==> src/rtl/match_controller_pkg.sv <==
// Shared definitions for the match controller: state encoding, winner and
// serve-direction codes, and the default timing/score parameters.
package match_controller_pkg;

    typedef enum logic [2:0] {
        ST_IDLE  = 3'd0,
        ST_SERVE = 3'd1,
        ST_PLAY  = 3'd2,
        ST_PAUSE = 3'd3,
        ST_POINT = 3'd4,
        ST_OVER  = 3'd5
    } state_e;

    localparam logic [1:0] WINNER_NONE  = 2'd0;
    localparam logic [1:0] WINNER_LEFT  = 2'd1;
    localparam logic [1:0] WINNER_RIGHT = 2'd2;

    localparam logic SERVE_RIGHTWARD = 1'b0;
    localparam logic SERVE_LEFTWARD  = 1'b1;

    localparam int DEF_WIN_SCORE    = 7;
    localparam int DEF_SHRINK_SCORE = 4;
    localparam int DEF_SERVE_FRAMES = 60;
    localparam int DEF_POINT_FRAMES = 90;

endpackage

==> src/rtl/match_controller_frame_timer.sv <==
// Frame counter shared by the SERVE and POINT phases: synchronous clear,
// tick-qualified increment and a terminal-count compare against term.
module frame_timer (
    input  logic       clk,
    input  logic       rst_n,
    input  logic       clr,
    input  logic       inc,
    input  logic [7:0] term,
    output logic       done
);

    logic [7:0] count_q;
    logic [7:0] count_d;

    // Next count: clear wins over increment.
    always_comb begin
        count_d = count_q;
        if (clr) begin
            count_d = '0;
        end else if (inc) begin
            count_d = count_q + 8'd1;
        end
    end

    // Counter register.
    always_ff @(posedge clk or negedge rst_n) begin
        if (!rst_n) begin
            count_q <= '0;
        end else begin
            count_q <= count_d;
        end
    end

    assign done = (count_q == term);

endmodule

==> src/rtl/match_controller.sv <==
// Match sequencing FSM: owns match flow, both scores, serve direction,
// winner and paddle size, and gates the paddle and ball datapaths.
module match_controller #(
    parameter int WIN_SCORE    = match_controller_pkg::DEF_WIN_SCORE,
    parameter int SHRINK_SCORE = match_controller_pkg::DEF_SHRINK_SCORE,
    parameter int SERVE_FRAMES = match_controller_pkg::DEF_SERVE_FRAMES,
    parameter int POINT_FRAMES = match_controller_pkg::DEF_POINT_FRAMES
) (
    input  logic       clk,
    input  logic       rst,
    input  logic       start,
    input  logic       frame_tick,
    input  logic       miss_left,
    input  logic       miss_right,
    output logic [2:0] state,
    output logic       ball_run,
    output logic       paddle_en,
    output logic       serve_dir,
    output logic [3:0] score_l,
    output logic [3:0] score_r,
    output logic [1:0] winner,
    output logic       bat_size
);

    import match_controller_pkg::*;

    localparam logic [3:0] WIN_VAL    = 4'(WIN_SCORE);
    localparam logic [3:0] SHRINK_VAL = 4'(SHRINK_SCORE);
    localparam logic [7:0] SERVE_TERM = 8'(SERVE_FRAMES - 1);
    localparam logic [7:0] POINT_TERM = 8'(POINT_FRAMES - 1);

    state_e     state_q,     state_d;
    logic       ball_run_q,  ball_run_d;
    logic       paddle_en_q, paddle_en_d;
    logic       serve_dir_q, serve_dir_d;
    logic [3:0] score_l_q,   score_l_d;
    logic [3:0] score_r_q,   score_r_d;
    logic [1:0] winner_q,    winner_d;
    logic       bat_size_q,  bat_size_d;
    logic       start_q;

    logic       press;
    logic       shrink_hit;
    logic [3:0] score_l_inc;
    logic [3:0] score_r_inc;
    logic       tmr_clr;
    logic       tmr_inc;
    logic       tmr_done;
    logic [7:0] tmr_term;

    assign press       = start_q & ~start;
    assign shrink_hit  = (score_l_q >= SHRINK_VAL) || (score_r_q >= SHRINK_VAL);
    assign score_l_inc = score_l_q + 4'd1;
    assign score_r_inc = score_r_q + 4'd1;

    assign tmr_clr  = (state_d != state_q);
    assign tmr_inc  = frame_tick && ((state_q == ST_SERVE) || (state_q == ST_POINT));
    assign tmr_term = (state_q == ST_SERVE) ? SERVE_TERM : POINT_TERM;

    frame_timer u_frame_timer (
        .clk   (clk),
        .rst_n (rst),
        .clr   (tmr_clr),
        .inc   (tmr_inc),
        .term  (tmr_term),
        .done  (tmr_done)
    );

    // Next-state and next-output logic; enables follow the next state so they
    // change on the same edge as the state. A winning miss goes straight to
    // OVER rather than passing through POINT.
    always_comb begin
        state_d     = state_q;
        serve_dir_d = serve_dir_q;
        score_l_d   = score_l_q;
        score_r_d   = score_r_q;
        winner_d    = winner_q;
        bat_size_d  = bat_size_q | shrink_hit;

        case (state_q)
            ST_IDLE, ST_OVER: begin
                if (press) begin
                    state_d     = ST_SERVE;
                    score_l_d   = '0;
                    score_r_d   = '0;
                    winner_d    = WINNER_NONE;
                    bat_size_d  = 1'b0;
                    serve_dir_d = SERVE_RIGHTWARD;
                end
            end
            ST_SERVE: begin
                if (frame_tick && tmr_done) begin
                    state_d = ST_PLAY;
                end
            end
            ST_PLAY: begin
                if (miss_left && miss_right) begin
                    state_d = ST_POINT;
                end else if (miss_left) begin
                    score_r_d   = score_r_inc;
                    serve_dir_d = SERVE_LEFTWARD;
                    if (score_r_inc == WIN_VAL) begin
                        state_d  = ST_OVER;
                        winner_d = WINNER_RIGHT;
                    end else begin
                        state_d = ST_POINT;
                    end
                end else if (miss_right) begin
                    score_l_d   = score_l_inc;
                    serve_dir_d = SERVE_RIGHTWARD;
                    if (score_l_inc == WIN_VAL) begin
                        state_d  = ST_OVER;
                        winner_d = WINNER_LEFT;
                    end else begin
                        state_d = ST_POINT;
                    end
                end else if (press) begin
                    state_d = ST_PAUSE;
                end
            end
            ST_PAUSE: begin
                if (press) begin
                    state_d = ST_PLAY;
                end
            end
            ST_POINT: begin
                if (frame_tick && tmr_done) begin
                    state_d = ST_SERVE;
                end
            end
            default: begin
                state_d = ST_IDLE;
            end
        endcase

        ball_run_d  = (state_d == ST_PLAY);
        paddle_en_d = (state_d == ST_SERVE) || (state_d == ST_PLAY);
    end

    // State, output and button-history registers.
    always_ff @(posedge clk or negedge rst) begin
        if (!rst) begin
            state_q     <= ST_IDLE;
            ball_run_q  <= 1'b0;
            paddle_en_q <= 1'b0;
            serve_dir_q <= SERVE_RIGHTWARD;
            score_l_q   <= '0;
            score_r_q   <= '0;
            winner_q    <= WINNER_NONE;
            bat_size_q  <= 1'b0;
            start_q     <= 1'b1;
        end else begin
            state_q     <= state_d;
            ball_run_q  <= ball_run_d;
            paddle_en_q <= paddle_en_d;
            serve_dir_q <= serve_dir_d;
            score_l_q   <= score_l_d;
            score_r_q   <= score_r_d;
            winner_q    <= winner_d;
            bat_size_q  <= bat_size_d;
            start_q     <= start;
        end
    end

    assign state     = state_q;
    assign ball_run  = ball_run_q;
    assign paddle_en = paddle_en_q;
    assign serve_dir = serve_dir_q;
    assign score_l   = score_l_q;
    assign score_r   = score_r_q;
    assign winner    = winner_q;
    assign bat_size  = bat_size_q;

endmodule

==> config.mk <==
export PLATFORM = sky130hd
export DESIGN_NAME = match_controller
export DESIGN_NICKNAME = d
export VERILOG_FILES = /design/src/rtl/match_controller_pkg.sv /design/src/rtl/match_controller_frame_timer.sv /design/src/rtl/match_controller.sv
export SDC_FILE = /design/constraint.sdc
export NUM_CORES = 1
export LEC_CHECK = 0
export CAP_MARGIN = 0
export CORE_ASPECT_RATIO = 0.6
export CORE_MARGIN = 4
export CORE_UTILIZATION = 53
export CTS_CLUSTER_DIAMETER = 120
export DETAILED_ROUTE_END_ITERATION = 10
export GPL_ROUTABILITY_DRIVEN = 0
export HOLD_SLACK_MARGIN = 0.06
export PLACE_DENSITY = 0.79
export SYNTH_ARGS = -nofsm -noshare
export SYNTH_HDL_FRONTEND = slang
export SYNTH_SLANG_ARGS = --single-unit
==> constraint.sdc <==
create_clock -name clk -period 2.25 [get_ports clk]
set_input_delay 0.3375 -clock clk [delete_from_list [all_inputs] [get_ports clk]]
set_output_delay 0.3375 -clock clk [all_outputs]
set_load 0.03 [all_outputs]
# Word-level counts from Yosys, hierarchy flattened
# Index checks and enable logic that the tools add are counted.
# Widths: inputs -> output; s select.
word_totals:
  register_bits: 26
  inputBits: 6
  output_inout_bits: 17
  wordCells: 87
classes:
  addsub: 3
  n_lt_le_gt_ge: 2
  eq_ne: 19
  muxes: 36
  bitwise_logic: 3
  reduce_logical: 14
ops:
  columns: ["operator", "n"]
  rows:
  - ["$mux 3", 8]
  - ["$mux 4", 6]
  - ["$mux 8", 2]
  - ["$pmux 4 s2", 2]
  - ["$pmux 3 s5", 1]
  - ["$mux 2", 6]
  - ["$ne 2x2->1 const B", 5]
  - ["$eq 3x2->1 const B", 3]
  - ["$ne 3x3->1 const B", 3]
  - ["$add 4x1->4 const B", 2]
  - ["$add 8x1->8 const B", 1]
  - ["$eq 4x3->1 const B", 2]
  - ["$eq 8x7->1", 1]
  - ["$ge 4x3->1 const B", 2]
  - ["$mux 1", 8]
  - ["$reduce_and 4->1", 2]
  - ["$mux 7", 1]
  - ["$eq 3x1->1 const B", 2]
  - ["$eq 3x3->1 const B", 2]
  - ["$reduce_and 6->1", 1]
  - ["$reduce_and 5->1", 1]
  - ["$pmux 2 s2", 1]
  - ["$reduce_bool 2->1", 2]
  - ["$logic_and 1x1->1", 3]
  - ["8 further kinds", 10]

# Logic depth before layout (Yosys ltp)
depth:
  word_depth: 9
  ltp_mapped: 8
  ltp_nobuf: 8

# Modules after synthesis
# A second synthesis with hierarchy kept.
unflattened:
  cells_unflattened: 176
  area_unflattened_um2: 1619.1
modules_own_cells:
  columns: ["module", "instances", "cells_per_inst", "area_per_inst_um2", "seq_area_each_um2"]
  rows:
  - ["match_controller", 1, 127, 1142.3, 451.7]
  - ["frame_timer", 1, 49, 476.7, 200.2]

# Worst setup path after synthesis
# OpenSTA, ideal clock, no wires.
synth_path:
  path_type: "reg2reg"
  startpoint: "register score_r_q[0] (netlist: score_r[0])"
  endpoint: "register paddle_en_q (netlist: paddle_en)"
  setup_time_ns: 0.127
  arrival_time_ns: 2.039
  t_required_ns: 2.123
  path_slack_ns: 0.084
  stages_incl_launch_ff: 8
  path_buffers: 0
  period_less_slack_ns: 2.166
  cell_sequence: "dfrtp_1 -> ha_1 -> and3b_1 -> a31oi_1 -> and2_1 -> or3_4 -> nand3_2 -> mux2_1"
synth_between:
  elab_chain_cells: 8
  word_cells_on_any_way: 9
  classes_between: "add/sub (1); eq/ne (3); mux (4); reduce/logical (1)"
synth_lines:
  columns: ["item", "line_no", "rtl"]
  rows:
  - ["from (decl)", "match_controller.sv:37", "logic [3:0] score_r_q, score_r_d;"]
  - ["from (signal assigned)", "match_controller.sv:158", "score_r_q <= score_r_d;"]
  - ["$add 4x1->4 *", "match_controller.sv:54", "assign score_r_inc = score_r_q + 4'd1;"]
  - ["$eq 4x3->1 *", "match_controller.sv:102", "if (score_r_inc == WIN_VAL) begin"]
  - ["$mux 1 *", "match_controller.sv:102", null]
  - ["$mux 3 *", "match_controller.sv:99", "end else if (miss_left) begin"]
  - ["$mux 3 *", "match_controller.sv:97", "if (miss_left && miss_right) begin"]
  - ["$pmux 3 s5 *", "match_controller.sv:80", "case (state_q)"]
  - ["net state_d[0]", "match_controller.sv:32", "state_e state_q, state_d;"]
  - ["$eq 3x1->1 or $eq 3x2->1 (tied branches)", "match_controller.sv:137", "paddle_en_d = (state_d == ST_SERVE) || (state_d == ST_PLAY);"]
  - ["$logic_or 1x1->1 *", "match_controller.sv:137", null]
  - ["net paddle_en_d", "match_controller.sv:34", "logic paddle_en_q, paddle_en_d;"]
  - ["to (signal assigned)", "match_controller.sv:155", "paddle_en_q <= paddle_en_d;"]
  - ["to (decl)", "match_controller.sv:34", null]
# The timed path passes the listed nets; every way through them passes the cells marked *.
# A chain may end at the register's enable or synchronous reset.

# Worst setup path in the final report
layout_path:
  startpoint: "register score_l_q[0] (netlist: score_l[0])"
  endpoint: "register u_frame_timer.count_q[1]"
layout_between:
  elab_chain_cells: 9
  word_cells_on_any_way: 10
  classes_between: "add/sub (1); eq/ne (2); mux (6); reduce/logical (1)"
layout_lines:
  columns: ["item", "line_no", "rtl"]
  rows:
  - ["from (decl)", "match_controller.sv:36", "logic [3:0] score_l_q, score_l_d;"]
  - ["from (signal assigned)", "match_controller.sv:157", "score_l_q <= score_l_d;"]
  - ["$add 4x1->4 *", "match_controller.sv:53", "assign score_l_inc = score_l_q + 4'd1;"]
  - ["$eq 4x3->1 *", "match_controller.sv:111", "if (score_l_inc == WIN_VAL) begin"]
  - ["$mux 1 *", "match_controller.sv:111", null]
  - ["$mux 3 *", "match_controller.sv:108", "end else if (miss_right) begin"]
  - ["$mux 3 *", "match_controller.sv:99", null]
  - ["$mux 3 *", "match_controller.sv:97", null]
  - ["$pmux 3 s5 *", "match_controller.sv:80", null]
  - ["$ne 3x3->1 *", "match_controller.sv:56", "assign tmr_clr = (state_d != state_q);"]
  - ["$mux 8 or $reduce_bool 2->1 (tied branches)", null, null]
  - ["to (signal assigned)", "match_controller_frame_timer.sv:30", "count_q <= count_d;"]
  - ["to (decl)", "match_controller_frame_timer.sv:12", "logic [7:0] count_q;"]
# Every way passes the cells marked *; elsewhere a longest branch is shown, timed or not.

==> run_results.csv <==
group,metric,value,unit
placed_design,placed_cell_area,1850,um^2
timing,post-route-period-util,94.9,%
cts,cts.htree.levels,1,
global_routing,overflow,0,
worst_setup_path,critPathKind,"reg -> reg",
worst_setup_path,start_kind,"flop",
final_layout,antenna_cells,0,
timing,setup_viol,0,
timing,skew,0.00787,ns
timing,fin_crit,2.13,ns
pwr,powerDensity,796,nW/um^2
timing,drv_slew,0,
worst_setup_path,r2r-start,"score_l[0]",
timing,fin_setup_tns,0,ns
yosys,synthFlopType,"dfrtp_1",
yosys,syn_area,1540,um^2
yosys,ys_warn_count,0,
floorplanning,initial_core_util,58.6,%
yosys,synth.most_common_cell,"dfrtp_1",
yosys,async_reset_ff_share,100,%
yosys,synth_common_cells,"dfrtp_1 (25), nand2_1 (17), nor2_1 (17), o21ai_0 (9), xor2_1 (9)",
yosys,syn_avg_cell_area,9.50,um^2
global_routing,grt_pass1_wl,6440,um
routing,drtIter0Drc,171,
cts,clk_latency,0.27,ns
timing,relSlewSlack,67.0,%
floorplanning,core_area,2630,um^2
timing,worstMarginPinSlew,0.494,ns
cts,hold_buffers,0,
final_layout,drive_above_1_share,14.7,%
routing,wirelength,3810,um
floorplanning,fp.dieW,77.6,um
placed_design,pre_cts_ws,0.0582,ns
pwr,ir_drop,0.000414,V
final_layout,fin_nets,209,
yosys,synthCells,162,
worst_setup_path,startpoint,"score_l[0]",
timing,fmax,0.469,GHz
routing,num_vias,1370,
floorplanning,num_rows,14,
worst_setup_path,worstPathRequired,2.40,ns
cts,cts_made_buffers,3,
cts,path_clk_slew,0.10,ns
global_routing,grt_max_degree,27,
cts,cts_num_sinks,26,
final_layout,syn_to_final_growth,26.9,%
worst_hold_path,hold_class,"in -> async",
routing,vias_per_cell,5.98,
final_layout,fin_area,1950,um^2
floorplanning,die_h,49.7,um
status,status,"finished, final reports clean",
global_routing,grt_usage,21.1,%
timing,setup_slack,0.116,ns
placed_design,dp_hpwl,2770,um
yosys,synth_cell_types,47,
worst_setup_path,worstSetupEndpointType,"flop",
floorplanning,ios,23,
run,max-cap-violations,0,
yosys,seq_area_frac_synth,42.4,%
global_routing,grt_pass1_vias,1341,
routing,wl_per_cell,16.6,um
global_routing,antenna_found_initial,0,
worst_setup_path,worst-path-max-fanout,8,
placed_design,portBuffers,22,
yosys,synth_top_cell_area_share,40.7,%
yosys,synth_edf_count,0,
routing,first_pass_iters,5,
yosys,synth_top_cell_by_area,"dfrtp_1",
yosys,ys_ff_latch,26,
timing,final_hold_viol_count,0,
timing,rsz0062_at_grt,"false",
yosys,synth.area.top_cells,"dfrtp_1 (41%), xor2_1 (5.1%), nand2_1 (4.1%)",
cts,cts_tree,"done",
routing,postRouteAntennaNets,0,
worst_setup_path,cp.arrival,2.29,ns
timing,hold_ws,0.420,ns
floorplanning,die_area,3860,um^2
final_layout,final_core_util,74.3,%
cts,clockRootBuffer,"clkbuf_8",
routing,drc,0,
cts,clockBufferDepth,2,
pwr,p_leak,0.000847,uW
yosys,synth_fp_nets,173,
## placed cells by master (no fill, tap or decap), types with 2 or more instances in the layout
cell	synthesis	layout
clkdlybuf4s50_1	0	22
o311ai_1	2	2
nand2b_1	3	3
inv_1	5	5
a211oi_1	3	3
a21oi_1	8	8
mux2i_1	2	2
clkbuf_8	0	3
dfrtp_2	0	2
xor2_1	9	9
buf_4	2	14
nand3b_1	2	2
nand2_1	17	17
o21ai_0	9	9
xnor2_1	3	3
nand3_1	7	7
and3b_1	3	3
and4_1	2	2
nor2_1	17	17
ha_1	5	4
a21o_1	2	2
dfrtp_1	25	23
nor2b_1	5	5
nor3_1	2	2
nor3b_1	2	2
and3_1	2	2
## cell type report
type                            count  area (um^2)
Tap cell                           32         40.0
Clock inverter                      1         30.0
Clock buffer                        3         41.3
Sequential cell                    26          654
Timing Repair Buffer               36          325
Inverter                            5         18.8
Multi-Input combinational cell    126          843
Fill cell                         186          674
## critical path, cell delays in order, from the launching register on
cell,delay [ns]
dfrtp_2,0.44
ha_1,0.21
xor2_1,0.15
and3_1,0.21
a211oi_1,0.11
or3_4,0.42
a32oi_4,0.38
nor2_1,0.09
## per-layer routing
metal	up-vias	global-route usage, %	routed length (um)
li1	642	-	-
met1	660	31.2	1900
met2	57	30.7	1600
met3	11	4.36	239
met4	0	6.51	67
met5	-	0	0
## power by group
part | switching [uW] | total [uW] | internal, uW
sequential | 78.7 | 589 | 511
combinational | 337 | 572 | 234
clock | 156 | 394 | 238
total | 572 | 1560 | 983
## per-stage QoR
stage | std cells | power, uW
finish | 229 | 1560
CTS | 225 | 1550
floorplan | 162 | 968
global route | 229 | 1630
detailed placement | 221 | 1150
global placement | 221 | 1120
## worst paths after layout
| kind | depth (start not counted) | slack (ns) | end |
|---|---|---|---|
| setup / recovery | 7 | 0.12 | u_frame_timer.count_q[1] |
| hold / removal | 2 | 0.42 | score_l[2] |
| setup reg to reg | 7 | 0.12 | u_frame_timer.count_q[1] |
| hold reg to reg | 1 | 0.50 | winner[0] |
| max in group asynchronous | 2 | 1.54 | start_q |
| min in group clk | 1 | 0.50 | winner[0] |
## state kept, by name (all words and copies together), names as in the netlist
| name | flops |
|---|---|
| u_frame_timer.count_q | 8 |
| score_l | 4 |
| score_r | 4 |
| state | 3 |
| winner | 2 |
| ball_run | 1 |
| bat_size | 1 |
| paddle_en | 1 |
| serve_dir | 1 |
| start_q | 1 |
## logic make-up after synthesis
logic type | count (synthesis) | synth area share [%]
AND/OR/NAND/NOR | 71 | 25.4
AO/OA/AOI/OAI | 35 | 16.3
flip-flops | 26 | 42.4
XOR/XNOR | 12 | 6.83
buffers and inverters | 10 | 3.01
adder cells (fa/ha/maj) | 5 | 4.07
multiplexers | 3 | 2.03
## timing repair
item                       CTS  global route
setup endpoints to repair    0             9
resized for setup            0             3
setup buffers                0             4
Power figures use the tool's default switching activity.
